**src/rtl/vram_arbiter.sv**
```systemverilog
`default_nettype none
// ============================================================================
// Module   : vram_arbiter
// Purpose  : Time-slots a single-port video SRAM between the CRTC character
//            and attribute fetch and ISA CPU accesses.
// Options  : VRAM_BLANK_CPU_EN - give ph0 to the CPU while display is blanked.
// Revision : 1.0
// ============================================================================
module vram_arbiter #(
  parameter int CHAR_CLKS = 8,
  parameter int AW        = 15
) (
  input  logic          clk,
  input  logic          reset,
  input  logic          divclk,
  input  logic          display_enable,
  input  logic [13:0]   mem_addr,
  input  logic          cpu_req,
  input  logic          cpu_we,
  input  logic [AW-1:0] cpu_addr,
  input  logic [7:0]    cpu_wdata,
  output logic          cpu_busy,
  output logic          cpu_done,
  output logic [7:0]    cpu_rdata,
  output logic [AW-1:0] ram_a,
  input  logic [7:0]    ram_d_in,
  output logic [7:0]    ram_d_out,
  output logic          ram_d_oe,
  output logic          ram_oe_l,
  output logic          ram_we_l,
  output logic [7:0]    vid_char,
  output logic [7:0]    vid_attr,
  output logic          vid_strobe
);

  localparam logic [3:0] C_PH_LAST = 4'(CHAR_CLKS - 1);

  logic [3:0]    r_ph;
  logic          r_pending;
  logic          r_we;
  logic          r_hold;
  logic [AW-1:0] r_addr;
  logic [7:0]    r_wdata;
  logic [7:0]    r_char_tmp;
  logic          w_vid_on;
  logic          w_vid0;
  logic          w_vid1;
  logic          w_cpu_slot;
  logic          w_cpu_end;

`ifdef VRAM_BLANK_CPU_EN
  logic r_vid_on;

  always_ff @(posedge clk) begin
    if (reset) begin
      r_vid_on <= 1'b1;
    end else if (divclk) begin
      r_vid_on <= display_enable;
    end
  end

  assign w_vid_on = r_vid_on;
`else
  logic w_unused_de;

  assign w_unused_de = display_enable;
  assign w_vid_on    = 1'b1;
`endif

  assign w_vid0     = (r_ph == 4'd0) && w_vid_on;
  assign w_vid1     = (r_ph == 4'd1) && w_vid_on;
  assign w_cpu_slot = r_pending && ((r_ph == 4'd2) || ((r_ph == 4'd0) && !w_vid_on));
  // An early divclk aborts the slot: the access stays pending for the next grant.
  assign w_cpu_end  = w_cpu_slot && !divclk;
  assign cpu_busy   = cpu_req | r_pending;

  always_ff @(posedge clk) begin
    if (reset) begin
      r_ph       <= C_PH_LAST;
      r_pending  <= 1'b0;
      r_we       <= 1'b0;
      r_hold     <= 1'b0;
      r_addr     <= '0;
      r_wdata    <= '0;
      r_char_tmp <= '0;
      cpu_done   <= 1'b0;
      cpu_rdata  <= '0;
      vid_char   <= '0;
      vid_attr   <= '0;
      vid_strobe <= 1'b0;
    end else begin
      if (divclk) begin
        r_ph <= 4'd0;
      end else if (r_ph != C_PH_LAST) begin
        r_ph <= r_ph + 4'd1;
      end

      cpu_done   <= w_cpu_end;
      r_hold     <= w_cpu_end && r_we;
      vid_strobe <= w_vid1 && !divclk;

      if (w_vid0 && !divclk) begin
        r_char_tmp <= ram_d_in;
      end
      if (w_vid1 && !divclk) begin
        vid_char <= r_char_tmp;
        vid_attr <= ram_d_in;
      end
      if (w_cpu_end && !r_we) begin
        cpu_rdata <= ram_d_in;
      end

      if (w_cpu_end) begin
        r_pending <= 1'b0;
      end else if (cpu_req && !r_pending) begin
        r_pending <= 1'b1;
        r_we      <= cpu_we;
        r_addr    <= cpu_addr;
        r_wdata   <= cpu_wdata;
      end
    end
  end

  // Write hold keeps address and data stable one cycle past the WE rising edge.
  always_comb begin
    ram_a     = '0;
    ram_d_out = '0;
    ram_d_oe  = 1'b0;
    ram_oe_l  = 1'b1;
    ram_we_l  = 1'b1;
    if (r_hold) begin
      ram_a     = r_addr;
      ram_d_out = r_wdata;
      ram_d_oe  = 1'b1;
    end else if (w_cpu_slot) begin
      ram_a = r_addr;
      if (r_we) begin
        ram_d_out = r_wdata;
        ram_d_oe  = 1'b1;
        ram_we_l  = 1'b0;
      end else begin
        ram_oe_l = 1'b0;
      end
    end else if (w_vid0) begin
      ram_a    = AW'({mem_addr, 1'b0});
      ram_oe_l = 1'b0;
    end else if (w_vid1) begin
      ram_a    = AW'({mem_addr, 1'b1});
      ram_oe_l = 1'b0;
    end
  end

endmodule
`default_nettype wire
```
**config.mk**
```make
export PLATFORM = sky130hd
export DESIGN_NAME = vram_arbiter
export DESIGN_NICKNAME = d
export VERILOG_FILES = /design/src/rtl/vram_arbiter.sv
export SDC_FILE = /design/constraint.sdc
export NUM_CORES = 1
export LEC_CHECK = 0
export ABC_AREA = 1
export BUFFER_PORTS_ARGS = -buffer_cell sky130_fd_sc_hd__buf_4
export CAP_MARGIN = 20
export CORE_MARGIN = 3
export CORE_UTILIZATION = 53
export DETAILED_ROUTE_END_ITERATION = 10
export PLACE_DENSITY = 0.85
export SYNTH_ARGS = -nofsm -noshare
export SYNTH_HDL_FRONTEND = slang
export SYNTH_SLANG_ARGS = --single-unit
```
**constraint.sdc**
```tcl
create_clock -name clk -period 2.5 [get_ports clk]
set_clock_uncertainty 0.15 [all_clocks]
set_input_delay 0.5 -clock clk [delete_from_list [all_inputs] [get_ports clk]]
set_output_delay 0.5 -clock clk [all_outputs]
set_load 0.02 [all_outputs]
```
Word-level counts from Yosys, hierarchy flattened
Cells that the tools add are included.
{"block": "totals", "reg_bits": 64, "rom_bits": 0, "out_inout_bits": 53, "memories": 0, "latch_bits": 0, "ramBits": 0, "in_bits": 51}
{"block": "classes", "muxes": 19, "n_lt_le_gt_ge": 0, "bitwise_logic": 2, "multipliers": 0, "add_sub_neg": 1, "shift": 0, "n_reduce_logical": 15, "div": 0, "n_eq_ne": 3}
{"operator": "$mux W15", "n": 4}
{"operator": "$mux W8", "n": 3}
{"operator": "$mux W1", "n": 10}
{"operator": "$logic_and A1 B1 Y1", "n": 7}
{"operator": "$mux W3", "n": 2}
{"operator": "$add A4 B1 Y4 const B", "n": 1}
{"operator": "$eq A4 B1 Y1 const B", "n": 1}
{"operator": "$eq A4 B2 Y1 const B", "n": 1}
{"operator": "$logic_not A4 Y1", "n": 1}
{"operator": "$ne A4 B3 Y1 const B", "n": 1}
{"operator": "$reduce_or A2 Y1", "n": 2}
{"operator": "$logic_not A1 Y1", "n": 3}
{"operator": "$reduce_and A2 Y1", "n": 1}
{"operator": "$reduce_bool A2 Y1", "n": 1}
{"operator": "$not A1 Y1", "n": 1}
{"operator": "$or A1 B1 Y1", "n": 1}

Logic depth before layout (Yosys ltp)
Gate-level depths: netlist (run 1).
{"block": "depth", "ltp_word": 5, "mapped_depth": 9}

Least setup slack after synthesis (run 1)
No wires, ideal clock.
{"block": "synth_path", "path_kind": "flip-flop to output port", "from": "register r_ph[0]", "to": "output ram_d_out[0]", "required_ns": 1.850, "path_buffers": 0, "slack_ns": 0.337, "path_stages_with_launch": 9, "t_arrival_ns": 1.513, "cell_sequence": "dfxtp_1 inv_1 ha_1 nand2_1 inv_1 nand2_1 o21ai_2 inv_2 nor2_1"}
{"block": "synth_via", "elab_chain_len": 4}
{"item": "start: declaration", "line": "38", "rtl": "logic [3:0] r_ph;"}
{"item": "start signal: assignment", "line": "95", "rtl": "r_ph <= r_ph + 4'd1;"}
{"item": "$eq A4 B2 Y1", "line": "72", "rtl": "assign w_cpu_slot = r_pending && ((r_ph == 4'd2) || ((r_ph == 4'd0) && !w_vid_on));"}
{"item": "$logic_and A1 B1 Y1", "line": "72"}
{"item": "$mux W8", "line": "135", "rtl": "end else if (w_cpu_slot) begin"}
{"item": "$mux W8", "line": "131", "rtl": "if (r_hold) begin"}
{"item": "end: declaration", "line": "27", "rtl": "output logic [7:0] ram_d_out,"}
No other way between the ends.

Worst setup path after layout (run 1)
{"block": "layout_path", "from": "register r_ph[0]", "to": "output ram_a[7]"}
{"block": "layout_via", "elab_chain_len": 5}
{"item": "$eq A4 B1 Y1", "line": "71", "rtl": "assign w_vid1 = (r_ph == 4'd1) && w_vid_on;"}
{"item": "$mux W15", "line": "147", "rtl": "end else if (w_vid1) begin"}
{"item": "$mux W15", "line": "144", "rtl": "end else if (w_vid0) begin"}
{"item": "$mux W15 (*)", "line": "135"}
{"item": "$mux W15 (*)", "line": "131"}
{"item": "end: declaration", "line": "25", "rtl": "output logic [AW-1:0] ram_a,"}
Every way passes the cells marked *; elsewhere a longest branch is shown, timed or not.

==> results.sh, run 1 <==
export IMPL_outcome="complete, no violations"
export IMPL_leakage_nw=1.927
export IMPL_ir_drop_v=0.0004699
export IMPL_cts_tree="done"
export IMPL_reg2reg_from="r_pending"
export IMPL_place_ws_ns=0.1265
export IMPL_cp_max_fo=14
export IMPL_synthesis_area_um2=2800
export IMPL_holdPathEnd="cpu_done"
export IMPL_antenna_found_initial=0
export IMPL_vias=2821
export IMPL_hold_viol=0
export IMPL_area_growth_synth_to_final_pct=40.88
export IMPL_cp_start_kind="flop"
export IMPL_clk_pin_slew_ns=0.07
export IMPL_synth_top_area_cell="dfxtp_1"
export IMPL_io_pins=104
export IMPL_worst_r2r_path_depth=4
export IMPL_core_rowCount=25
export IMPL_yosys_top_cells_area="dfxtp_1 46%, nor2_1 14%, o21ai_0 7.1%"
export IMPL_drt_iter0_drc=147
export IMPL_clk_latency_ns=0.33
export IMPL_port_buffers=102
export IMPL_p_sw_frac=0.2460
export IMPL_max_stage_delay_ns=0.35
export IMPL_synth_cell_types=26
export IMPL_grt_overflow=0
export IMPL_slew_headroom=0.3833
export IMPL_routedWlPerCell_um=13.87
export IMPL_vias_per_cell=5.138
export IMPL_postRouteAntennaNets=0
export IMPL_met3_usage=0.07569
export IMPL_r2r_end="r_wdata[6]"
export IMPL_crit_type="reg -> out"
export IMPL_grt_max_degree=40
export IMPL_internal_power_w=0.002001
export IMPL_antennaDiodeCount=0
export IMPL_root_buffer="clkbuf_8"
export IMPL_arrival_ns=1.80
export IMPL_reg2reg_slack_ns=0.35
export IMPL_worstHoldStart="reset"
export IMPL_rsz0062_at_grt="true"
export IMPL_ys_async_sr_fraction=0
export IMPL_fmax_ghz=0.4082
export IMPL_start_util=0.5702
export IMPL_drc=0
export IMPL_grt_met2_usage=0.4482
export IMPL_synth_mux_area_frac=0
export IMPL_power_density_nw_per_um2=672.6
export IMPL_cts_buffers=9
export IMPL_cp_slowest_cell="dfxtp_4"
export IMPL_dieArea_um2=6191
export IMPL_synth_edff_count=0
export IMPL_min_path_cells=2
export IMPL_synth_top_area_share=0.4576
export IMPL_synth_top_family_by_area="simple AND/OR/NAND/NOR gates"
export IMPL_final_min_clock_period_ns=2.450
export IMPL_drive_gt1_frac=0.3548
export IMPL_crit_path_cell_trace="inv_2 > ha_4 > nand2_2 > nor2_4 > nor2_4 > buf_12 > buf_16 > a21oi_2 > buf_6"
export IMPL_grt_pass1_vias=2807
export IMPL_post_synth_cell_area_avg_um2=7.467
export IMPL_cts_sinks=64
export IMPL_crit_top_cell="nor2_4"
export IMPL_cts_max_level=3
export IMPL_gp_congestion=0.7558
export IMPL_groute_usage_overall=0.2573
export IMPL_critPathCaptureType="primary output"
export IMPL_p_switching_w=0.0006527
export IMPL_die_y_um=78.69
export IMPL_combPwrFrac=0.140
export IMPL_drt_wl_total_um=7617
export IMPL_hpwlAfterDp_um=4931
export IMPL_power_frac_seq=0.416
export IMPL_setup_violations=0
export IMPL_dr_pass1_iters=4
export IMPL_synth_compound_area_share=0.1649
export IMPL_critical_path_required_ns=1.85
export IMPL_ys_ff_latch=64
export IMPL_layout_setup_ws_ns=0.05035
export IMPL_ys_warn_count=0
export IMPL_core_area_um2=4911
export IMPL_period_share=0.9799
export IMPL_p_clk_frac=0.444
export IMPL_final_nets=532
export IMPL_synthAdderAreaFrac=0.01787
export IMPL_synthXorXnorAreaFrac=0.003128
export IMPL_synth_most_common_cell="nor2_1"
export IMPL_met1_usage=0.2915
export IMPL_drv_cap=0
export IMPL_synthCells=375
export IMPL_drv_slew=0
export IMPL_p_total_w=0.002654
export IMPL_hold_class="in -> reg"
export IMPL_clk_path_buf_depth=2
export IMPL_ys_seq_area_frac=0.4576
export IMPL_grt_busiest_layer="met2"
export IMPL_syn_num_nets=430
export IMPL_grt_pass1_wl_um=12580
export IMPL_yosys_area_share_simple=0.2654
export IMPL_tightest_slew_ns=0.9241
export IMPL_synthFlopType="dfxtp_1"
export IMPL_die_w_um=78.69
export IMPL_synth_top_cells_by_count="103 x nor2_1, 64 x dfxtp_1, 40 x o21ai_0"
-- critical path: cells and delay by family (launching register included) --
family	cells	cell delay [ns]
buf+inv	4	0.51
flops	1	0.35
simple gates	3	0.30
compound gates	1	0.17
fa+ha+maj	1	0.14
-- stage by stage --
stage                     hold slack, ns  instances  cell area [um2]    util  setup TNS (ns)
after detailed placement          0.2910        529             3572  0.7274               0
final                             0.2049        549             3945  0.8033               0
after global placement            0.2837        529             3572  0.7274               0
after global routing              0.1966        549             3945  0.8033        -0.02949
after CTS                         0.2004        548             3902  0.7947               0
after floorplan                   0.2740        375             2800       -               0
-- layout make-up --
| class | instances | area [um2] |
|---|---|---|
| clock buffers | 9 | 123.9 |
| repair buffers | 109 | 870.8 |
| clock inverters | 7 | 142.6 |
| fillers | 334 | 965.9 |
| multi-input cells | 255 | 1295 |
| well taps | 67 | 83.83 |
| inverters | 38 | 142.6 |
| flip-flops and latches | 64 | 1286 |
-- worst max path at each step --
stage               cells past startpoint           end  startpoint  slack [ns]
global route                            9      ram_a[9]     r_ph[0]       -0.03
finish                                  9      ram_a[7]     r_ph[0]        0.05
global placement                        6          r_we     cpu_req        0.18
floorplan                               8  ram_d_out[0]     r_ph[0]        0.34
detailed placement                      6    r_wdata[6]     cpu_req        0.13
CTS                                     9      ram_a[1]     r_ph[0]        0.02
-- sequential cells by signal, indices dropped and copies added (netlist names) --
signal      flops
r_addr         15
vid_attr        8
cpu_rdata       8
r_wdata         8
r_char_tmp      8
r_pending       1
r_hold          1
vid_strobe      1
cpu_done        1
vid_char        8
r_we            1
r_ph            4
-- placed cells by master (no fill, tap or decap) --
master,count
dfxtp_2,1
nand2_4,3
clkinv_2,1
ha_4,1
clkinv_4,1
nor2_4,4
nand4_4,1
dfxtp_4,1
inv_1,33
inv_6,1
nand2_2,11
xor2_1,1
nand3_1,10
nor2_1,103
ha_1,3
nand2_1,28
buf_12,2
bufinv_16,4
o21ai_2,1
buf_4,104
or2_2,1
nand3_2,1
inv_2,5
o21ai_0,40
buf_6,2
dfxtp_1,62
o21ai_1,12
clkbuf_8,9
nor3_1,1
nor2_2,3
buf_16,1
a21oi_1,18
a21oi_2,13
-- power by group through the flow --
stage	clock network, W	registers (W)	logic, W
after floorplan	0	0.00113	0.000194
after global placement	0	0.00112	0.000340
after detailed placement	0	0.00112	0.000351
after CTS	0.00119	0.00110	0.000360
after global routing	0.00124	0.00111	0.000410
final	0.00118	0.00110	0.000372
-- logic make-up (layout without fill, tap and decap cells) --
family                   Yosys count  count (layout)
AND/OR/NAND/NOR                  166             166
XOR/XNOR                           1               1
adder cells (fa/ha/maj)            4               4
AO/OA/AOI/OAI                     84              84
flip-flops                        64              64
buffers and inverters             56             163
-- what timing repair did --
action / 4_1_cts / 5_1_grt
gates resized for setup: 4 / 11
cloned: 1 / 0
hold buffers: 0 / 0
buffers inserted: 2 / 1
setup endpoints to repair: 16 / 24
pin swaps: 2 / 3
-- metal layers --
layer  up-vias  share of wire
met5         -              0
met4         0          0.024
met3        21          0.084
met2       114           0.48
met1      1297           0.41
li1       1389              -
Power figures use the tool's default switching activity.
==> run 2, diff against run 1 <==
--- a/config.mk
+++ b/config.mk
@@ -8,6 +8,7 @@
 export ABC_AREA = 1
 export BUFFER_PORTS_ARGS = -buffer_cell sky130_fd_sc_hd__buf_4
 export CAP_MARGIN = 20
+export CORE_ASPECT_RATIO = 1.4
 export CORE_MARGIN = 3
 export CORE_UTILIZATION = 53
 export DETAILED_ROUTE_END_ITERATION = 10
==> constraint.sdc (replaced) <==
create_clock -name clk -period 2.98 [get_ports clk]
set_clock_uncertainty 0.15 [all_clocks]
set_input_delay 0.596 -clock clk [delete_from_list [all_inputs] [get_ports clk]]
set_output_delay 0.596 -clock clk [all_outputs]
set_load 0.02 [all_outputs]
==> run 2 against run 1 <==
  * Combinational power down 21%
  * Clock power fell by 44%
  * Hold slack improved by 0.092 ns
  * Power shrank 29%
  * Critical endpoint is now ram_a[14]
  * First-iteration DRC count decreased by 30%
  * Sequential share of layout area increased by 1.5 points
  * Critical path type unchanged
  * Utilization decreased by 5.1 points
  * Cell area shrank 4.9%
  * Register-to-register slack better by 1.1 ns
  * Global-route usage decreased by 3.7 points
==> results.sh, run 2 (synthesis gave the netlist of run 1 again) <==
export IMPL_critical_path_required_ns=2.23
export IMPL_outcome="complete, no violations"
export IMPL_max_stage_delay_ns=0.40
export IMPL_seq_area_um2=1281
export IMPL_min_path_cells=2
export IMPL_dr_pass1_iters=4
export IMPL_arrival_ns=2.01
export IMPL_p_total_w=0.001875
export IMPL_cp_max_fo=29
export IMPL_antennaDiodeCount=0
export IMPL_grt_overflow=0
export IMPL_cts_setup_buffers=0
export IMPL_hold_viol=0
export IMPL_drive_gt1_frac=0.3333
export IMPL_root_buffer="clkbuf_8"
export IMPL_grt_busiest_layer="met2"
export IMPL_crit_top_cell="buf_4"
export IMPL_p_sw_frac=0.2788
export IMPL_nFillCells=414
export IMPL_slew_headroom=0.6689
export IMPL_setup_tns_ns=0
export IMPL_rsz0062_at_grt="false"
export IMPL_cp_slowest_cell="dfxtp_1"
export IMPL_cts_sinks=64
export IMPL_critPathCaptureType="primary output"
export IMPL_worstHoldStart="reset"
export IMPL_cts_tree="done"
export IMPL_core_rowCount=30
export IMPL_period_share=0.9243
export IMPL_drv_cap=0
export IMPL_grt_met2_usage=0.3954
export IMPL_met1_usage=0.2345
export IMPL_clk_pin_slew_ns=0.07
export IMPL_holdPathEnd="vid_strobe"
export IMPL_final_min_clock_period_ns=2.754
export IMPL_dieArea_um2=6204
export IMPL_groute_usage_overall=0.2203
export IMPL_vias=2691
export IMPL_clk_path_buf_depth=2
export IMPL_mostFrequentLayoutCell="buf_4"
export IMPL_cts_max_level=3
export IMPL_start_util=0.5609
export IMPL_routedWlPerCell_um=12.26
export IMPL_hold_class="in -> reg"
export IMPL_r2r_end="r_char_tmp[4]"
export IMPL_p_clk_frac=0.351
export IMPL_die_w_um=67.43
export IMPL_final_cell_mix="107 x buf_4, 103 x nor2_1, 64 x dfxtp_1, 40 x o21ai_0, 35 x inv_1"
export IMPL_gp_congestion=0.8132
export IMPL_multi_input_area_um2=1264
export IMPL_reg2reg_from="r_ph[0]"
export IMPL_hpwlAfterDp_um=4914
export IMPL_io_pins=104
export IMPL_grt_pass1_wl_um=10640
export IMPL_p_switching_w=0.0005227
export IMPL_fmax_ghz=0.3631
export IMPL_die_y_um=92.01
export IMPL_crit_path_cell_trace="inv_1 > ha_1 > nand2_1 > nor2_4 > nor2_2 > buf_4 > nor2_1 > a21oi_1 > buf_4"
export IMPL_combPwrFrac=0.156
export IMPL_top_register="r_addr"
export IMPL_leakage_nw=1.845
export IMPL_power_density_nw_per_um2=499.5
export IMPL_met3_usage=0.05392
export IMPL_grt_pass1_vias=2464
export IMPL_antenna_found_initial=0
export IMPL_reg2reg_slack_ns=1.43
export IMPL_cts_repair_resized=0
export IMPL_final_nets=530
export IMPL_tightest_slew_ns=0.4961
export IMPL_port_buffers=102
export IMPL_vias_per_cell=4.947
export IMPL_setup_violations=0
export IMPL_postRouteAntennaNets=0
export IMPL_cp_start_kind="flop"
export IMPL_ir_drop_v=0.0003696
export IMPL_drc=0
export IMPL_area_growth_synth_to_final_pct=34.05
export IMPL_crit_type="reg -> out"
export IMPL_timing_hold_ws_ns=0.2969
export IMPL_cts_buffers=9
export IMPL_internal_power_w=0.001352
export IMPL_cts_hold_buf=0
export IMPL_clk_latency_ns=0.33
export IMPL_drt_iter0_drc=103
export IMPL_drv_slew=0
export IMPL_drt_wl_total_um=6672
export IMPL_largest_reg_flops=15
export IMPL_core_area_um2=4992
export IMPL_worst_r2r_path_depth=5
export IMPL_power_frac_seq=0.493
export IMPL_grt_max_degree=30
run 2: cell count changes in the layout (fill, tap and decap cells not counted), sizes merged:
| cell | delta |
|---|---|
| inv | -1 |
| buf | -2 |
| clkinv | +1 |
| clkbuf | +1 |
| bufinv | -4 |
| clkinvlp | +3 |
run 2: final cells by class:
type | instances | share of cell area
Inverter | 38 | 0.03800
Clock inverter | 6 | 0.01200
Clock buffer | 10 | 0.03667
Sequential cell | 64 | 0.3413
Multi-Input combinational cell | 255 | 0.3367
Tap cell | 64 | 0.02133
Timing Repair Buffer | 107 | 0.2140
run 2: per-stage QoR:
stage,setup WS (ns),util,instance area [um2],cells
floorplan,0.7210,-,2800,375
global placement,0.5942,0.7153,3571,528
detailed placement,0.5619,0.7153,3571,528
global route,0.1105,0.7519,3754,544
CTS,0.2011,0.7519,3754,544
finish,0.2257,0.7519,3754,544
run 2: power groups by stage:
stage          registers, W  clock network, W  logic [W]
2_1_floorplan      0.000950                 0   0.000163
3_3_place_gp       0.000941                 0   0.000288
3_5_place_dp       0.000943                 0   0.000295
4_1_cts            0.000924          0.000672   0.000295
5_1_grt            0.000928          0.000718   0.000323
6_report           0.000924          0.000658   0.000293
run 2: how the worst max path moves through the flow:
stage            start      endpoint  slack, ns  cells after the start
6_report       r_ph[0]     ram_a[14]       0.23                      9
5_1_grt        r_ph[0]      ram_a[8]       0.11                      9
4_1_cts        r_ph[0]     ram_a[14]       0.20                      9
3_5_place_dp   r_ph[0]     ram_a[14]       0.56                      9
3_3_place_gp   r_ph[0]     ram_a[14]       0.59                      9
2_1_floorplan  r_ph[0]  ram_d_out[0]       0.72                      8
run 2: worst max-delay path: cells and delay by family, from the launching register on:
family	cells	cell delay, ns
fa+ha+maj	1	0.20
buf+inv	3	0.57
simple gates	4	0.35
compound gates	1	0.15
flops	1	0.40
run 2: routing by layer:
layer  vias up  part of all wire
met5         -                 0
met4         0             0.021
met3        11             0.077
met2        80              0.50
met1      1220              0.41
li1       1380                 -
==> run 3, diff against run 2 <==
==> constraint.sdc (replaced) <==
create_clock -name clk -period 2.98 [get_ports clk]
set_clock_uncertainty 0.15 [all_clocks]
set_input_delay 0.447 -clock clk [delete_from_list [all_inputs] [get_ports clk]]
set_output_delay 0.447 -clock clk [all_outputs]
set_load 0.02 [all_outputs]
==> run 3 against run 2 <==
  * Utilization grew 0.80 points
  * Final cell count shrank 0.18%
  * Clock power grew 26%
  * Non-clock buffer count shrank 1
  * Die area is the same
  * Sequential share of layout area shrank 0.36 points
  * Clock-buffer cell count is the same
  * Global-route usage grew 1.0 points
  * Critical endpoint is now ram_a[13]
==> results.sh, run 3 (synthesis gave the netlist of run 1 again) <==
export IMPL_largest_reg_flops=15
export IMPL_top_register="r_addr"
export IMPL_seq_area_um2=1281
export IMPL_power_density_nw_per_um2=538.9
export IMPL_fmax_ghz=0.3816
export IMPL_timing_hold_ws_ns=0.1471
export IMPL_stdcell_area_um2=3794
export IMPL_cts_repair_resized=0
export IMPL_critical_path_required_ns=2.38
export IMPL_core_rowCount=30
export IMPL_drt_iter0_drc=91
export IMPL_layout_cells_non_filler=543
export IMPL_antennaDiodeCount=0
export IMPL_outcome="complete, no violations"
export IMPL_critPathCaptureType="primary output"
export IMPL_cts_tree="done"
export IMPL_die_w_um=67.43
export IMPL_vias=2690
export IMPL_worstHoldStart="reset"
export IMPL_groute_usage_overall=0.2303
export IMPL_cp_max_fo=29
export IMPL_grt_pass1_wl_um=11170
export IMPL_arrival_ns=2.02
export IMPL_die_y_um=92.01
export IMPL_mostFrequentLayoutCell="buf_4"
export IMPL_grt_overflow=0
export IMPL_vias_per_cell=4.954
export IMPL_tightest_slew_ns=0.7137
export IMPL_startpoint="r_ph[0]"
export IMPL_clk_pin_slew_ns=0.08
export IMPL_hold_class="in -> reg"
export IMPL_cts_setup_buffers=0
export IMPL_drc=0
export IMPL_routedWlPerCell_um=12.75
export IMPL_ir_drop_v=0.0005279
export IMPL_clk_path_buf_depth=2
export IMPL_hpwlAfterDp_um=4968
export IMPL_rsz0062_at_grt="false"
export IMPL_area_growth_synth_to_final_pct=35.48
export IMPL_place_area_um2=3563
export IMPL_antenna_found_initial=0
export IMPL_period_share=0.8793
export IMPL_hold_viol=0
export IMPL_io_pins=104
export IMPL_final_min_clock_period_ns=2.620
export IMPL_final_nets=529
export IMPL_leakage_nw=1.864
export IMPL_cts_buffers=9
export IMPL_drive_gt1_frac=0.3319
export IMPL_wl_met2_um=3548
export IMPL_postRouteAntennaNets=0
export IMPL_reg2reg_from="r_pending"
export IMPL_dr_pass1_iters=4
export IMPL_final_cell_mix="106 x buf_4, 103 x nor2_1, 64 x dfxtp_1, 40 x o21ai_0, 35 x inv_1"
export IMPL_place_ws_ns=0.7138
export IMPL_wl_met3_um=520
export IMPL_root_buffer="clkbuf_8"
export IMPL_multi_input_area_um2=1264
export IMPL_drt_wl_total_um=6923
export IMPL_start_util=0.5609
export IMPL_cts_sinks=64
export IMPL_setup_violations=0
export IMPL_port_buffers=102
export IMPL_crit_type="reg -> out"
export IMPL_top_layer_used="met4"
export IMPL_met1_length_um=2772
export IMPL_gp_congestion=0.8085
export IMPL_dpl_cell_count=527
export IMPL_grt_max_degree=38
export IMPL_clk_latency_ns=0.32
export IMPL_cts_max_level=3
export IMPL_drv_cap=0
export IMPL_nFillCells=383
export IMPL_layout_setup_ws_ns=0.3597
export IMPL_cts_hold_buf=0
export IMPL_setup_tns_ns=0
export IMPL_dieArea_um2=6204
export IMPL_core_area_um2=4992
export IMPL_slew_headroom=0.5237
export IMPL_drv_slew=0
export IMPL_cp_start_kind="flop"
export IMPL_grt_pass1_vias=2612
## run 3: cell count changes in the layout (fill, tap and decap cells not counted)
cell and change:
clkinv_2 -1, bufinv_16 +2, buf_4 -1, clkinvlp_4 -1
## run 3: path summary, 6_finish.rpt
path	end	slack, ns	cells after the start
worst max-delay path	ram_a[13]	0.36	9
worst min-delay path	vid_strobe	0.15	2
worst max register to register	r_addr[8]	0.96	5
worst min register to register	r_char_tmp[7]	0.30	2
## run 3: area by class of cell
class                      instances  area share
inverter                          38     0.03760
timing repair buffer             106      0.2098
clock buffer                      10     0.03628
multi-input combinational        255      0.3331
sequential                        64      0.3377
clock inverter                     6     0.02441
tap                               64     0.02111
## run 3: worst max-delay path, stage by stage, from the launching register on
cell,delay [ns]
dfxtp_1,0.41
inv_1,0.10
ha_1,0.20
nand2_1,0.13
nor2_4,0.07
nor2_2,0.07
buf_4,0.33
nor2_1,0.09
a21oi_2,0.14
buf_4,0.16
## run 3: routing by layer
| layer | global-route usage | up-vias |
|---|---|---|
| met5 | 0 | - |
| met4 | 0.07107 | 0 |
| met3 | 0.06495 | 8 |
| met2 | 0.4249 | 82 |
| met1 | 0.2424 | 1219 |
| li1 | - | 1381 |
## run 3: through the flow
step / power (W) / util
detailed placement: 0.001237 / 0.7138
CTS: 0.002060 / 0.7599
finish: 0.002044 / 0.7599
floorplan: 0.001113 / -
global placement: 0.001228 / 0.7138
global route: 0.002134 / 0.7599
## run 3: report_power, final
part / internal [W] / leakage [nW] / switching [W]
registers: 0.000900 / 0.524 / 0.0000253
clock network: 0.000496 / 0.109 / 0.000329
logic: 0.000127 / 1.23 / 0.000167
